### src/rtl/debug_bus_arbiter_if.sv
// Debug probe bus bundle: two requester ports plus the shared address/data probe.
// The arbiter takes the slave modport; consumers and the debug mux drive the master side.
interface debug_bus_arbiter_if #(
  parameter int AW = 7,
  parameter int DW = 40
);
  logic          req0;
  logic [AW-1:0] addr0;
  logic          gnt0;
  logic          rvalid0;
  logic [DW-1:0] rdata0;
  logic          req1;
  logic [AW-1:0] addr1;
  logic          gnt1;
  logic          rvalid1;
  logic [DW-1:0] rdata1;
  logic [AW-1:0] dbg_addr;
  logic [DW-1:0] dbg_data;

  modport slave (
    input  req0, addr0, req1, addr1, dbg_data,
    output gnt0, rvalid0, rdata0, gnt1, rvalid1, rdata1, dbg_addr
  );

  modport master (
    output req0, addr0, req1, addr1, dbg_data,
    input  gnt0, rvalid0, rdata0, gnt1, rvalid1, rdata1, dbg_addr
  );
endinterface

### src/rtl/debug_bus_arbiter.sv
// Two-port arbiter for the CPU debug probe bus with port-1 anti-starvation and tagged returns.
// Define DBG_ARB_PERF_EN to add saturating handshake / force-grant counters.
module debug_bus_arbiter #(
  parameter int AW         = 7,
  parameter int DW         = 40,
  parameter int LAT        = 1,
  parameter int STARVE_MAX = 8
) (
  input  logic                clk,
  input  logic                rst,
  debug_bus_arbiter_if.slave  bus
`ifdef DBG_ARB_PERF_EN
  ,
  output logic [15:0]         perf_gnt0,
  output logic [15:0]         perf_gnt1,
  output logic [15:0]         perf_force
`endif
);

  localparam logic [0:0] ST_NORMAL = 1'b0;
  localparam logic [0:0] ST_FORCE1 = 1'b1;
  localparam logic [7:0] STARVE_LIM = 8'(STARVE_MAX);

  logic [0:0]    state_q, state_d;
  logic [7:0]    starve_cnt_q, starve_cnt_d;
  logic [AW-1:0] dbg_addr_q, dbg_addr_d;
  logic [LAT-1:0] vld_pipe_q, vld_pipe_d;
  logic [LAT-1:0] port_pipe_q, port_pipe_d;
  logic          rvalid0_q, rvalid0_d, rvalid1_q, rvalid1_d;
  logic [DW-1:0] rdata0_q, rdata0_d, rdata1_q, rdata1_d;
  logic          gnt0, gnt1;

  always_comb begin
    gnt0 = 1'b0;
    gnt1 = 1'b0;
    if (!rst) begin
      if (state_q == ST_NORMAL) begin
        gnt0 = bus.req0;
        gnt1 = bus.req1 & ~bus.req0;
      end else begin
        gnt1 = bus.req1;
        gnt0 = bus.req0 & ~bus.req1;
      end
    end

    starve_cnt_d = starve_cnt_q;
    if (!bus.req1 || gnt1)
      starve_cnt_d = 8'd0;
    else if (starve_cnt_q != STARVE_LIM)
      starve_cnt_d = starve_cnt_q + 8'd1;

    // Switch on the edge the count reaches the limit so port 0 gets exactly STARVE_MAX grants.
    state_d = state_q;
    if (state_q == ST_NORMAL) begin
      if (starve_cnt_d == STARVE_LIM) state_d = ST_FORCE1;
    end else if (gnt1 || !bus.req1) begin
      state_d = ST_NORMAL;
    end

    dbg_addr_d = dbg_addr_q;
    if (gnt0)      dbg_addr_d = bus.addr0;
    else if (gnt1) dbg_addr_d = bus.addr1;

    vld_pipe_d     = '0;
    port_pipe_d    = '0;
    vld_pipe_d[0]  = gnt0 | gnt1;
    port_pipe_d[0] = gnt1;
    for (int k = 1; k < LAT; k++) begin
      vld_pipe_d[k]  = vld_pipe_q[k-1];
      port_pipe_d[k] = port_pipe_q[k-1];
    end

    // The tag leaving the last stage marks the cycle dbg_data belongs to its owner.
    rvalid0_d = vld_pipe_q[LAT-1] & ~port_pipe_q[LAT-1];
    rvalid1_d = vld_pipe_q[LAT-1] &  port_pipe_q[LAT-1];
    rdata0_d  = rvalid0_d ? bus.dbg_data : rdata0_q;
    rdata1_d  = rvalid1_d ? bus.dbg_data : rdata1_q;
  end

  always_ff @(posedge clk) begin
    if (rst) begin
      state_q      <= ST_NORMAL;
      starve_cnt_q <= '0;
      dbg_addr_q   <= '0;
      vld_pipe_q   <= '0;
      port_pipe_q  <= '0;
      rvalid0_q    <= 1'b0;
      rvalid1_q    <= 1'b0;
      rdata0_q     <= '0;
      rdata1_q     <= '0;
    end else begin
      state_q      <= state_d;
      starve_cnt_q <= starve_cnt_d;
      dbg_addr_q   <= dbg_addr_d;
      vld_pipe_q   <= vld_pipe_d;
      port_pipe_q  <= port_pipe_d;
      rvalid0_q    <= rvalid0_d;
      rvalid1_q    <= rvalid1_d;
      rdata0_q     <= rdata0_d;
      rdata1_q     <= rdata1_d;
    end
  end

  assign bus.gnt0     = gnt0;
  assign bus.gnt1     = gnt1;
  assign bus.dbg_addr = dbg_addr_q;
  assign bus.rvalid0  = rvalid0_q;
  assign bus.rvalid1  = rvalid1_q;
  assign bus.rdata0   = rdata0_q;
  assign bus.rdata1   = rdata1_q;

`ifdef DBG_ARB_PERF_EN
  logic [15:0] perf_gnt0_q, perf_gnt0_d;
  logic [15:0] perf_gnt1_q, perf_gnt1_d;
  logic [15:0] perf_force_q, perf_force_d;

  always_comb begin
    perf_gnt0_d  = perf_gnt0_q;
    perf_gnt1_d  = perf_gnt1_q;
    perf_force_d = perf_force_q;
    if (gnt0 && perf_gnt0_q != 16'hFFFF) perf_gnt0_d = perf_gnt0_q + 16'd1;
    if (gnt1 && perf_gnt1_q != 16'hFFFF) perf_gnt1_d = perf_gnt1_q + 16'd1;
    if (state_q == ST_NORMAL && state_d == ST_FORCE1 && perf_force_q != 16'hFFFF)
      perf_force_d = perf_force_q + 16'd1;
  end

  always_ff @(posedge clk) begin
    if (rst) begin
      perf_gnt0_q  <= '0;
      perf_gnt1_q  <= '0;
      perf_force_q <= '0;
    end else begin
      perf_gnt0_q  <= perf_gnt0_d;
      perf_gnt1_q  <= perf_gnt1_d;
      perf_force_q <= perf_force_d;
    end
  end

  assign perf_gnt0  = perf_gnt0_q;
  assign perf_gnt1  = perf_gnt1_q;
  assign perf_force = perf_force_q;
`endif

endmodule

### src/flat_wrapper.sv
// flat-port wrapper written by rule: the top's interface ports become plain ports
module debug_bus_arbiter_flat 
#(
  parameter int AW         = 7,
  parameter int DW         = 40,
  parameter int LAT        = 1,
  parameter int STARVE_MAX = 8
)
  (clk, rst, bus_req0, bus_addr0, bus_req1, bus_addr1, bus_dbg_data, bus_gnt0, bus_rvalid0, bus_rdata0, bus_gnt1, bus_rvalid1, bus_rdata1, bus_dbg_addr);
  debug_bus_arbiter_if #(.AW(AW), .DW(DW)) bus_i ();
  input  logic clk;
  input  logic rst;
  input wire logic [$bits(bus_i.req0)-1:0] bus_req0;
  input wire logic [$bits(bus_i.addr0)-1:0] bus_addr0;
  input wire logic [$bits(bus_i.req1)-1:0] bus_req1;
  input wire logic [$bits(bus_i.addr1)-1:0] bus_addr1;
  input wire logic [$bits(bus_i.dbg_data)-1:0] bus_dbg_data;
  output wire logic [$bits(bus_i.gnt0)-1:0] bus_gnt0;
  output wire logic [$bits(bus_i.rvalid0)-1:0] bus_rvalid0;
  output wire logic [$bits(bus_i.rdata0)-1:0] bus_rdata0;
  output wire logic [$bits(bus_i.gnt1)-1:0] bus_gnt1;
  output wire logic [$bits(bus_i.rvalid1)-1:0] bus_rvalid1;
  output wire logic [$bits(bus_i.rdata1)-1:0] bus_rdata1;
  output wire logic [$bits(bus_i.dbg_addr)-1:0] bus_dbg_addr;
  assign bus_i.req0 = bus_req0;
  assign bus_i.addr0 = bus_addr0;
  assign bus_i.req1 = bus_req1;
  assign bus_i.addr1 = bus_addr1;
  assign bus_i.dbg_data = bus_dbg_data;
  assign bus_gnt0 = bus_i.gnt0;
  assign bus_rvalid0 = bus_i.rvalid0;
  assign bus_rdata0 = bus_i.rdata0;
  assign bus_gnt1 = bus_i.gnt1;
  assign bus_rvalid1 = bus_i.rvalid1;
  assign bus_rdata1 = bus_i.rdata1;
  assign bus_dbg_addr = bus_i.dbg_addr;
  debug_bus_arbiter #(.AW(AW), .DW(DW), .LAT(LAT), .STARVE_MAX(STARVE_MAX)) u_core (.clk(clk), .rst(rst), .bus(bus_i));
endmodule
### config.mk
export PLATFORM = sky130hd
export DESIGN_NAME = debug_bus_arbiter_flat
export DESIGN_NICKNAME = d
export VERILOG_FILES = /design/src/rtl/debug_bus_arbiter_if.sv /design/src/rtl/debug_bus_arbiter.sv /design/src/flat_wrapper.sv
export SDC_FILE = /design/constraint.sdc
export NUM_CORES = 1
export LEC_CHECK = 0
export CORE_ASPECT_RATIO = 1.4
export CORE_MARGIN = 3
export CORE_UTILIZATION = 39
export DETAILED_ROUTE_END_ITERATION = 10
export PLACE_DENSITY = 0.76
export SLEW_MARGIN = 20
export SYNTH_ARGS = -nofsm -noshare
export SYNTH_HDL_FRONTEND = slang
export SYNTH_SLANG_ARGS = --single-unit
### constraint.sdc
create_clock -name clk -period 1.5 [get_ports clk]
set_input_delay 0.3 -clock clk [delete_from_list [all_inputs] [get_ports clk]]
set_output_delay 0.3 -clock clk [all_outputs]
set_load 0.1 [all_outputs]
==> flow_summary.ini <==
[sta]
rsz0062_at_grt = true
fin_crit_sh_pct = 104.3
finalHoldViolCount = 0
final_max_slew_viol_count = 0
min_period_ns = 1.565
fin_ws_ns = -0.06459
setup_violations = 2
tightest_slew_ns = 0.4335
maxSlewHeadroom_pct = 71.10
finClkSkew_ns = 0.003882
max_freq_ghz = 0.6391

[synth]
synthFlopType = dfxtp_1
syn_inst = 455
yosysTopAreaCell = dfxtp_1
ys_seq_elements = 100
async_reset_ff_share_pct = 0
synth_area_per_cell_sq_um = 8.164
ys_warn_count = 0
synth_area_leaders = dfxtp_1 (54%), nand2_1 (17%), a21oi_1 (11%)
synth_top_area_share_pct = 53.89
ys_seq_area_share_pct = 53.89
synth-edff-count = 0
yosysUniqueCellTypes = 39
syn-num-nets = 515
syn_area_sq_um = 3715

[place]
place_inst = 693
placed_cell_area_sq_um = 6290
place_congestion = 0.7686
port_buffers = 148
post-dp-hpwl_mm = 8.153
pre_cts_slack_ns = -0.2874

[floorplan]
fp-row-count = 41
ios = 149
core_area_sq_um = 9131
die-width_um = 88.49
chipHeight_um = 121.5
initial_core_util_pct = 40.68
dieArea_sq_um = 10750

[critical_path]
crit_type = flip-flop to output port
reg2reg_slack_ns = 0.04
r2r-end = u_core.state_q$_SDFF_PP0_
startpoint_type = flip-flop
crit_path_end_kind = output port
rr_worst_depth = 6
crit_fanout = 2
worstPathArrival_ns = 1.26
r2r_start = u_core.starve_cnt_q[1]$_SDFF_PP0_
crit_required_ns = 1.20

[worst_hold_path]
hold_class = input port to flip-flop
hold_end = u_core.bus.dbg_addr[3]$_SDFFE_PP0P_
hp-start = rst
hold_depth = 2

[global_routing]
grt_pass1_wl_mm = 18.22
grt_max_degree = 89
antenna_found_initial = 0
overflow = 0
grt_usage_pct = 22.09
grt_pass1_vias = 3746

[run]
max_cap_violations = 0

[clocking]
numCtsBuffers = 9
cts_hold_buf = 0
root_buffer = clkbuf_16
clockBufferDepth = 2
cts.clk_slew.worst_paths_ns = 0.06
h-tree-depth = 3
clk_latency_ns = 0.34
tritoncts = yes
cts.sinks = 100

[pwr]
peakVddDrop_v = 0.0006413
total_power_uw = 6644
p_leak_uw = 0.002466
pwr_density_cell_nw_per_um2 = 1005

[cells_and_area]
final_cell_mix = nand2_1 (164), dfxtp_1 (96), buf_12 (95)
final_common_cell = nand2_1
fin_cells = 708
drive_above_1_share_pct = 23.96
n_antenna_cell = 0
finalInstanceArea_sq_um = 6611
fillerInstances = 665
nets = 657
fin_util_pct = 72.40
area_growth_syn_to_layout_pct = 77.97

[route]
drt_iter0_drc = 120
vias_per_cell = 5.129
first_pass_iters = 6
wire_per_inst_um = 16.01
drcViolationCount = 0
ant_nets = 0
wl_mm = 11.33
dr_total_vias = 3631

[run_status]
status = finished, violations left
violations = setup timing
-- layer usage --
metal,wire length (um),GRT usage (%)
met5,0,0
met4,235,9.168
met3,732,6.658
met2,6324,40.03
met1,4042,23.02
-- cells in the mapped netlist (2+ instances only) --
| library cell | count |
|---|---|
| xor2_1 | 3 |
| or3_1 | 2 |
| buf_1 | 3 |
| nand2_1 | 164 |
| ha_1 | 2 |
| nor3b_1 | 2 |
| nand3_1 | 4 |
| nor2_1 | 18 |
| xnor2_1 | 2 |
| inv_1 | 4 |
| mux2i_1 | 6 |
| a211oi_2 | 6 |
| or3_4 | 2 |
| nor2b_1 | 2 |
| clkbuf_1 | 24 |
| o21ai_0 | 4 |
| buf_2 | 2 |
| a21oi_1 | 84 |
| nor3_1 | 2 |
| dfxtp_1 | 100 |
-- critical path, stage by stage (launching register included) --
cell      delay (ns)
dfxtp_4         0.36
a211oi_4        0.25
buf_12          0.15
buf_12          0.16
-- logic make-up (layout without fill, tap and decap cells) --
family / after synthesis / count (layout) / synth area share (%)
adder cells (fa/ha/maj): 2 / 2 / 0.6735
AND/OR/NAND/NOR: 206 / 206 / 23.07
buffers and inverters: 35 / 181 / 3.705
XOR/XNOR: 5 / 5 / 1.179
AO/OA/AOI/OAI: 101 / 101 / 15.86
flip-flops: 100 / 100 / 53.89
multiplexers: 6 / 6 / 1.617
-- sequential cells by signal, indices dropped and copies added (netlist names) --
signal / count
u_core.state_q: 1
u_core.bus.rdata0: 40
u_core.starve_cnt_q: 8
u_core.bus.rdata1: 40
u_core.port_pipe_q: 1
u_core.vld_pipe_q: 1
u_core.bus.dbg_addr: 7
u_core.bus.rvalid0: 1
u_core.bus.rvalid1: 1
-- worst max-delay path by stage --
stage	slack [ns]	start	endpoint
after global routing	-0.08	u_core.state_q$_SDFF_PP0_	bus_gnt0
after detailed placement	-0.29	bus_req1	u_core.bus.dbg_addr[1]$_SDFFE_PP0P_
after global placement	-0.26	bus_req0	bus_gnt1
after CTS	-0.08	u_core.state_q$_SDFF_PP0_	bus_gnt1
after floorplan	-0.43	u_core.state_q$_SDFF_PP0_	u_core.bus.dbg_addr[0]$_SDFFE_PP0P_
final	-0.06	u_core.state_q$_SDFF_PP0_	bus_gnt0
-- repair_timing --
action | CTS | global route
buffers inserted | 1 | 0
pin swaps | 1 | 3
hold endpoints to repair | 0 | 0
endpoints found under the setup margin | 8 | 8
gates cloned | 0 | 0
resized for setup | 8 | 9
-- final cells by class --
cell class	instances	area [sq um]	share of cell area (%)
Clock buffer	13	260.3	3.936
Clock inverter	2	10.01	0.1514
Inverter	5	18.77	0.2839
Multi-Input combinational cell	320	1642	24.83
Sequential cell	100	2012	30.43
Tap cell	107	133.9	2.025
Timing Repair Buffer	161	2535	38.34
-- power breakdown --
part / total [uW] / leakage (uW) / switching, uW / internal (uW)
logic: 1650 / 0.00151 / 1030 / 617
registers: 2860 / 0.000818 / 109 / 2760
clock network: 2130 / 0.000135 / 931 / 1200
total: 6640 / 0.00247 / 2070 / 4570
-- stage by stage --
stage / hold slack (ns) / setup TNS [ns]
6_report: 0.2499 / -0.1090
5_1_grt: 0.2460 / -0.2252
4_1_cts: 0.2350 / -0.1449
3_5_place_dp: 0.4857 / -3.765
3_3_place_gp: 0.4797 / -3.038
2_1_floorplan: 0.4360 / -3.233
No activity file was read; power rests on OpenSTA's default activity.
